**src/rtl/vga_timing_pkg.sv**
```systemverilog
// Shared VGA timing constants (640x480@60 defaults), coordinate type and a range helper.
package vga_timing_pkg;

  localparam int COORD_W   = 10;
  localparam int MAX_TOTAL = 1 << COORD_W;

  typedef logic [COORD_W-1:0] coord_t;

  localparam int DEF_CLK_DIV   = 4;
  localparam int DEF_H_DISPLAY = 640;
  localparam int DEF_H_FRONT   = 16;
  localparam int DEF_H_SYNC    = 96;
  localparam int DEF_H_BACK    = 48;
  localparam int DEF_V_DISPLAY = 480;
  localparam int DEF_V_FRONT   = 10;
  localparam int DEF_V_SYNC    = 2;
  localparam int DEF_V_BACK    = 33;

  localparam int H_TOTAL = DEF_H_DISPLAY + DEF_H_FRONT + DEF_H_SYNC + DEF_H_BACK;
  localparam int V_TOTAL = DEF_V_DISPLAY + DEF_V_FRONT + DEF_V_SYNC + DEF_V_BACK;

  localparam int H_SYNC_START = DEF_H_DISPLAY + DEF_H_FRONT;
  localparam int H_SYNC_END   = H_SYNC_START + DEF_H_SYNC - 1;
  localparam int V_SYNC_START = DEF_V_DISPLAY + DEF_V_FRONT;
  localparam int V_SYNC_END   = V_SYNC_START + DEF_V_SYNC - 1;

  function automatic logic in_range(coord_t v, coord_t lo, coord_t hi);
    return (v >= lo) && (v <= hi);
  endfunction

endpackage

```
**src/rtl/vga_sync_if.sv**
```systemverilog
// Raster outputs of the VGA timing generator; master drives, slave (display logic) consumes.
interface vga_sync_if;
  import vga_timing_pkg::*;

  logic   hsync;
  logic   vsync;
  logic   video_on;
  logic   p_tick;
  logic   frame_tick;
  coord_t pix_x;
  coord_t pix_y;

  modport master (
    output hsync, vsync, video_on, p_tick, frame_tick, pix_x, pix_y
  );

  modport slave (
    input  hsync, vsync, video_on, p_tick, frame_tick, pix_x, pix_y
  );

endinterface

```
**src/rtl/vga_pix_tick.sv**
```systemverilog
// Pixel-rate divider: free-running 0..CLK_DIV-1 counter, p_tick on the last count.
module vga_pix_tick #(
  parameter int CLK_DIV = 4
) (
  input  logic clk,
  input  logic reset,
  output logic p_tick
);

  localparam int DIV_W = (CLK_DIV > 1) ? $clog2(CLK_DIV) : 1;
  localparam logic [DIV_W-1:0] DIV_LAST = DIV_W'(CLK_DIV - 1);

  if (CLK_DIV < 2) begin : g_div_check
    $error("vga_pix_tick: CLK_DIV=%0d must be at least 2", CLK_DIV);
  end

  logic [DIV_W-1:0] div;

  always_ff @(posedge clk or posedge reset) begin
    if (reset) begin
      div <= '0;
    end else if (div == DIV_LAST) begin
      div <= '0;
    end else begin
      div <= div + DIV_W'(1);
    end
  end

  assign p_tick = (div == DIV_LAST);

endmodule

```
**src/rtl/vga_sync.sv**
```systemverilog
// VGA raster timing generator: pixel/line counters with registered, zero-skew sync outputs.
module vga_sync
  import vga_timing_pkg::*;
#(
  parameter int CLK_DIV   = DEF_CLK_DIV,
  parameter int H_DISPLAY = DEF_H_DISPLAY,
  parameter int H_FRONT   = DEF_H_FRONT,
  parameter int H_SYNC    = DEF_H_SYNC,
  parameter int H_BACK    = DEF_H_BACK,
  parameter int V_DISPLAY = DEF_V_DISPLAY,
  parameter int V_FRONT   = DEF_V_FRONT,
  parameter int V_SYNC    = DEF_V_SYNC,
  parameter int V_BACK    = DEF_V_BACK
) (
  input  logic       clk,
  input  logic       reset,
  vga_sync_if.master vga
);

  localparam int H_TOT = H_DISPLAY + H_FRONT + H_SYNC + H_BACK;
  localparam int V_TOT = V_DISPLAY + V_FRONT + V_SYNC + V_BACK;

  localparam coord_t X_LAST     = coord_t'(H_TOT - 1);
  localparam coord_t Y_LAST     = coord_t'(V_TOT - 1);
  localparam coord_t X_VIS      = coord_t'(H_DISPLAY);
  localparam coord_t Y_VIS      = coord_t'(V_DISPLAY);
  localparam coord_t X_VIS_LAST = coord_t'(H_DISPLAY - 1);
  localparam coord_t Y_VIS_LAST = coord_t'(V_DISPLAY - 1);
  localparam coord_t HS_START   = coord_t'(H_DISPLAY + H_FRONT);
  localparam coord_t HS_END     = coord_t'(H_DISPLAY + H_FRONT + H_SYNC - 1);
  localparam coord_t VS_START   = coord_t'(V_DISPLAY + V_FRONT);
  localparam coord_t VS_END     = coord_t'(V_DISPLAY + V_FRONT + V_SYNC - 1);

  if (H_TOT > MAX_TOTAL || V_TOT > MAX_TOTAL) begin : g_range_check
    $error("vga_sync: H_TOTAL=%0d V_TOTAL=%0d exceed the 10-bit coordinate range", H_TOT, V_TOT);
  end

  logic   p_tick;
  logic   hsync_q;
  logic   vsync_q;
  coord_t x;
  coord_t y;
  coord_t next_x;
  coord_t next_y;

  vga_pix_tick #(
    .CLK_DIV(CLK_DIV)
  ) u_pix_tick (
    .clk   (clk),
    .reset (reset),
    .p_tick(p_tick)
  );

  always_comb begin
    next_x = x;
    next_y = y;
    if (p_tick) begin
      if (x == X_LAST) begin
        next_x = '0;
        next_y = (y == Y_LAST) ? '0 : y + coord_t'(1);
      end else begin
        next_x = x + coord_t'(1);
      end
    end
  end

  // Syncs decode the next count so they switch on the same edge as pix_x/pix_y.
  always_ff @(posedge clk or posedge reset) begin
    if (reset) begin
      x       <= '0;
      y       <= '0;
      hsync_q <= 1'b1;
      vsync_q <= 1'b1;
    end else begin
      x       <= next_x;
      y       <= next_y;
      hsync_q <= !in_range(next_x, HS_START, HS_END);
      vsync_q <= !in_range(next_y, VS_START, VS_END);
    end
  end

  assign vga.hsync      = hsync_q;
  assign vga.vsync      = vsync_q;
  assign vga.p_tick     = p_tick;
  assign vga.pix_x      = x;
  assign vga.pix_y      = y;
  assign vga.video_on   = (x < X_VIS) && (y < Y_VIS);
  assign vga.frame_tick = p_tick && (x == X_VIS_LAST) && (y == Y_VIS_LAST);

endmodule

```
**src/flat_wrapper.sv**
```systemverilog
// flat-port wrapper written by rule: the top's interface ports become plain ports
module vga_sync_flat import vga_timing_pkg::*;
#(
  parameter int CLK_DIV   = DEF_CLK_DIV,
  parameter int H_DISPLAY = DEF_H_DISPLAY,
  parameter int H_FRONT   = DEF_H_FRONT,
  parameter int H_SYNC    = DEF_H_SYNC,
  parameter int H_BACK    = DEF_H_BACK,
  parameter int V_DISPLAY = DEF_V_DISPLAY,
  parameter int V_FRONT   = DEF_V_FRONT,
  parameter int V_SYNC    = DEF_V_SYNC,
  parameter int V_BACK    = DEF_V_BACK
)
  (clk, reset, vga_hsync, vga_vsync, vga_video_on, vga_p_tick, vga_frame_tick, vga_pix_x, vga_pix_y);
  vga_sync_if vga_i ();
  input  logic clk;
  input  logic reset;
  output wire logic [$bits(vga_i.hsync)-1:0] vga_hsync;
  output wire logic [$bits(vga_i.vsync)-1:0] vga_vsync;
  output wire logic [$bits(vga_i.video_on)-1:0] vga_video_on;
  output wire logic [$bits(vga_i.p_tick)-1:0] vga_p_tick;
  output wire logic [$bits(vga_i.frame_tick)-1:0] vga_frame_tick;
  output wire logic [$bits(vga_i.pix_x)-1:0] vga_pix_x;
  output wire logic [$bits(vga_i.pix_y)-1:0] vga_pix_y;
  assign vga_hsync = vga_i.hsync;
  assign vga_vsync = vga_i.vsync;
  assign vga_video_on = vga_i.video_on;
  assign vga_p_tick = vga_i.p_tick;
  assign vga_frame_tick = vga_i.frame_tick;
  assign vga_pix_x = vga_i.pix_x;
  assign vga_pix_y = vga_i.pix_y;
  vga_sync #(.CLK_DIV(CLK_DIV), .H_DISPLAY(H_DISPLAY), .H_FRONT(H_FRONT), .H_SYNC(H_SYNC), .H_BACK(H_BACK), .V_DISPLAY(V_DISPLAY), .V_FRONT(V_FRONT), .V_SYNC(V_SYNC), .V_BACK(V_BACK)) u_core (.clk(clk), .reset(reset), .vga(vga_i));
endmodule
```
**config.mk**
```make
export PLATFORM = sky130hd
export DESIGN_NAME = vga_sync_flat
export DESIGN_NICKNAME = d
export VERILOG_FILES = /design/src/rtl/vga_timing_pkg.sv /design/src/rtl/vga_sync_if.sv /design/src/rtl/vga_pix_tick.sv /design/src/rtl/vga_sync.sv /design/src/flat_wrapper.sv
export SDC_FILE = /design/constraint.sdc
export NUM_CORES = 1
export LEC_CHECK = 0
export ABC_AREA = 1
export BUFFER_PORTS_ARGS = -buffer_cell sky130_fd_sc_hd__buf_2
export CAP_MARGIN = 20
export CELL_PAD_IN_SITES_DETAIL_PLACEMENT = 2
export CELL_PAD_IN_SITES_GLOBAL_PLACEMENT = 2
export CORE_ASPECT_RATIO = 2
export CORE_MARGIN = 5
export CORE_UTILIZATION = 30
export CTS_CLUSTER_DIAMETER = 30
export DETAILED_ROUTE_END_ITERATION = 8
export PLACE_DENSITY_LB_ADDON = 0.1
export SYNTH_ARGS = -nofsm -noshare
export SYNTH_HDL_FRONTEND = slang
export SYNTH_HIERARCHICAL = 1
export SYNTH_SLANG_ARGS = --single-unit
```
**constraint.sdc**
```tcl
create_clock -name clk -period 1.8 [get_ports clk]
set_input_delay 0.09 -clock clk [delete_from_list [all_inputs] [get_ports clk]]
set_output_delay 0.09 -clock clk [all_outputs]
set_load 0.005 [all_outputs]
```
==> results by group <==
Power
  • PwrDens: 449 nW/µm²
  • Pint: 0.739 mW
  • Design Power: 0.953 mW
  • Sw Ratio: 22.4%
  • Worst vdd ir: 0.362 mV
  • Leakage: 1.11 nW
  • Portion of total power attributed to the clock network: 41.7%
  • Combinational share of power: 1.7%
  • Switching power: 0.214 mW
  • Seq pwr share: 56.5%

Placement
  • GPL Wtd Cong: 0.862
  • Hpwl dp: 4.86 mm
  • Buffers on Ports: 26

Worst setup path
  • Critical-path top delay cell: dfrtp_1
  • Worst setup SP type: flop
  • Top delay family on crit path: simple AND/OR/NAND/NOR gates
  • Reg-to-reg slack, setup: 70 ps
  • WP buf/inv: 2
  • CP Max Fanout: 3
  • Worst path max stage delay: 420 ps
  • CP Cell Sequence: buf_4 > inv_1 > ha_2 > nand2_1 > nor2_2 > nand3_1 > nand2_2 > nand2_2 > nand3_1 > nand2_1 > nand2_2 > nor2_2 > nand3_1
  • Levels on crit path: 13
  • Crit. End Element: flop
  • Critical path data required time: 2030 ps
  • Critical setup path kind: flop to flop
  • FF-to-FF path depth: 13
  • Critical Path AT: 1960 ps

Timing
  • Post-route setup TNS: 0 ps
  • Max Fclk: 577 MHz
  • Max-slew headroom: 78.1%
  • RSZ-0062 raised after global routing: yes
  • Final Hold Viols: 0
  • Period utilisation layout: 96.3%
  • Slew Limit Fails: 0
  • Final setup vio count: 0
  • Fin crit period: 1730 ps
  • Clock skew: 1.72 ps
  • Tightest Pin Transition: 329 ps

Floorplanning
  • Die area: 7020 µm²
  • Die Span Y: 114 µm
  • Initial Util: 31.0%
  • Die width: 61.8 µm
  • Ports: 27
  • Std-Cell Rows: 37
  • Core ar.: 5180 µm²

Cells and area
  • Final Net Count: 291
  • Filler Cells Inserted: 656
  • Antenna diodes: 0
  • Multi-input logic area: 928 µm²
  • Layout cell share with drive strength beyond 1: 33.5%
  • P&R area growth vs syn: 32.0%
  • Final core utilization: 41.0%
  • Storage cell area: 604 µm²

Global route
  • First-pass GRT wire length: 9.65 mm
  • Number of global-route vias before repair: 1957
  • Antenna violations before repair: 0
  • GRT overflow: 0
  • Largest net degree at the start of global routing: 23
  • Gr usage total: 19.1%

Flow run
  • Max-cap viol count: 0

CTS
  • CTS tree: done
  • Clock-pin slew on the worst setup and hold paths: 90 ps
  • Clock Latency Late Sink: 280 ps
  • Max clock buf depth: 2
  • H-tree depth: 1
  • Clk root buf: clkbuf_8
  • CTS Sinks: 24
  • CTS buffer count: 3

Routing
  • DRC viols: 0
  • Routed length per placed instance: 18.0 µm
  • Antenna Nets Post-Route: 0
  • Drt pass-1 iters: 4
  • DR vias: 1761
  • DRT iter0 DRCs: 37
  • Final WL: 6.17 mm
  • Vias per Instance: 5.15

Synthesis
  • Synthesized area per cell: 6.88 µm²
  • Mapped cell area: 1610 µm²
  • Synth Warn #: 6
  • Share of the yosys chip area belonging to registers: 37.5%
  • Synth Net Count: 240
  • FF+latch count, synth: 24
  • Synth cell types: 29
  • Cells after synthesis: 234

Outcome
  • Status: complete, no violations

Hold path
  • Min-delay worst type: input pin to asynchronous set/reset pin
==> state kept, by name, indices dropped and copies added, names as in the netlist <==
register / cells
u_core/u_pix_tick/div: 2
u_core/vga.pix_x: 10
u_core/vga.vsync: 1
u_core/vga.pix_y: 10
u_core/vga.hsync: 1
==> final timing paths <==
check / startpoint / end
setup / recovery: u_core/vga.pix_y[1] / u_core/vga.vsync
hold / removal: reset / u_core/u_pix_tick/div[1]
setup reg to reg: u_core/vga.pix_y[1] / u_core/vga.vsync
hold reg to reg: u_core/u_pix_tick/div[0] / u_core/u_pix_tick/div[0]
max in group asynchronous: reset / u_core/vga.hsync
min in group clk: u_core/u_pix_tick/div[0] / u_core/u_pix_tick/div[0]
==> worst register-to-register path: stages, from the launching register on <==
cell and delay, ps:
dfrtp_1 420, buf_4 150, inv_1 50, ha_2 180
nand2_1 60, nor2_2 110, nand3_1 130, nand2_2 110
nand2_2 70, nand3_1 70, nand2_1 70, nand2_2 120
nor2_2 60, nand3_1 60
==> per-stage QoR <==
stage	setup WS (ps)	area [µm²]	hold WS (ps)	instances
finish	67.4	2120	201	342
floorplan	275	1610	-169	234
detailed placement	-4.06	1910	-42.8	330
global placement	15.9	1910	-49.1	330
global route	-75.3	2120	216	342
CTS	0.235	2000	192	337
==> cell usage after synthesis (all sizes together) <==
cell / n / area (µm²)
or2: 1 / 6.26
clkinv: 1 / 3.75
nor2: 36 / 180
o21bai: 1 / 7.51
a221oi: 1 / 8.76
xnor2: 1 / 8.76
nand2: 74 / 285
a21o: 1 / 7.51
dfstp: 2 / 52.6
nor3: 3 / 15.0
a21oi: 6 / 30.0
nor2b: 1 / 6.26
o21ai: 6 / 30.0
xor2: 1 / 8.76
nand3: 20 / 110
dfrtp: 22 / 551
nand4: 11 / 81.3
nor4: 1 / 6.26
buf: 3 / 17.5
ha: 4 / 50.1
inv: 38 / 143
==> cell families (layout without fill, tap and decap cells) <==
| kind of cell | count (synthesis) | count (layout) | share of synthesized area [%] |
|---|---|---|---|
| AOI/OAI and AO/OA | 15 | 15 | 5.21 |
| xor gates and xnor gates | 2 | 2 | 1.09 |
| buffers and inverters | 42 | 92 | 10.2 |
| and+or+nand+nor | 147 | 147 | 42.9 |
| DFF | 24 | 24 | 37.5 |
| adders and majority gates | 4 | 4 | 3.11 |
==> power groups by stage <==
stage          Combinational (mW)  Sequential [mW]  Clock, mW
2_1_floorplan             0.00818            0.549          0
3_3_place_gp               0.0151            0.549          0
3_5_place_dp               0.0157            0.549          0
4_1_cts                    0.0173            0.539      0.412
5_1_grt                    0.0191            0.539      0.434
6_report                   0.0165            0.539      0.398
==> cell usage in the layout (no fill, tap or decap), types with 8 or more instances in the layout <==
master and count:
inv_1 29, dfrtp_1 21, nand3_1 17, nor2_1 22, inv_2 10, nand4_1 9
nor2_4 8, buf_4 20, buf_2 26, nand2_1 68
==> repair_timing <==
action	4_1_cts	5_1_grt
pin swaps	0	2
endpoints found under the hold margin	22	0
buffers inserted	2	5
resized for setup	4	23
endpoints found under the setup margin	2	3
hold buffers	1	0
==> layer usage <==
layer / GRT usage, % / share of wire [%] / vias up
met3: 1.70 / 1.7 / 16
met2: 38.3 / 62 / 33
li1: - / - / 837
met1: 16.7 / 32 / 875
met4: 10.3 / 4.8 / 0
met5: 0 / 0 / -
==> final cells by class <==
class	instances	area share, %
Timing Repair Buffer	49	14.9
Sequential cell	24	28.5
Multi-Input combinational cell	168	43.7
Tap cell	58	3.42
Clock buffer	4	2.59
Inverter	39	6.89
Note: power is estimated with default switching activity, not from simulation.
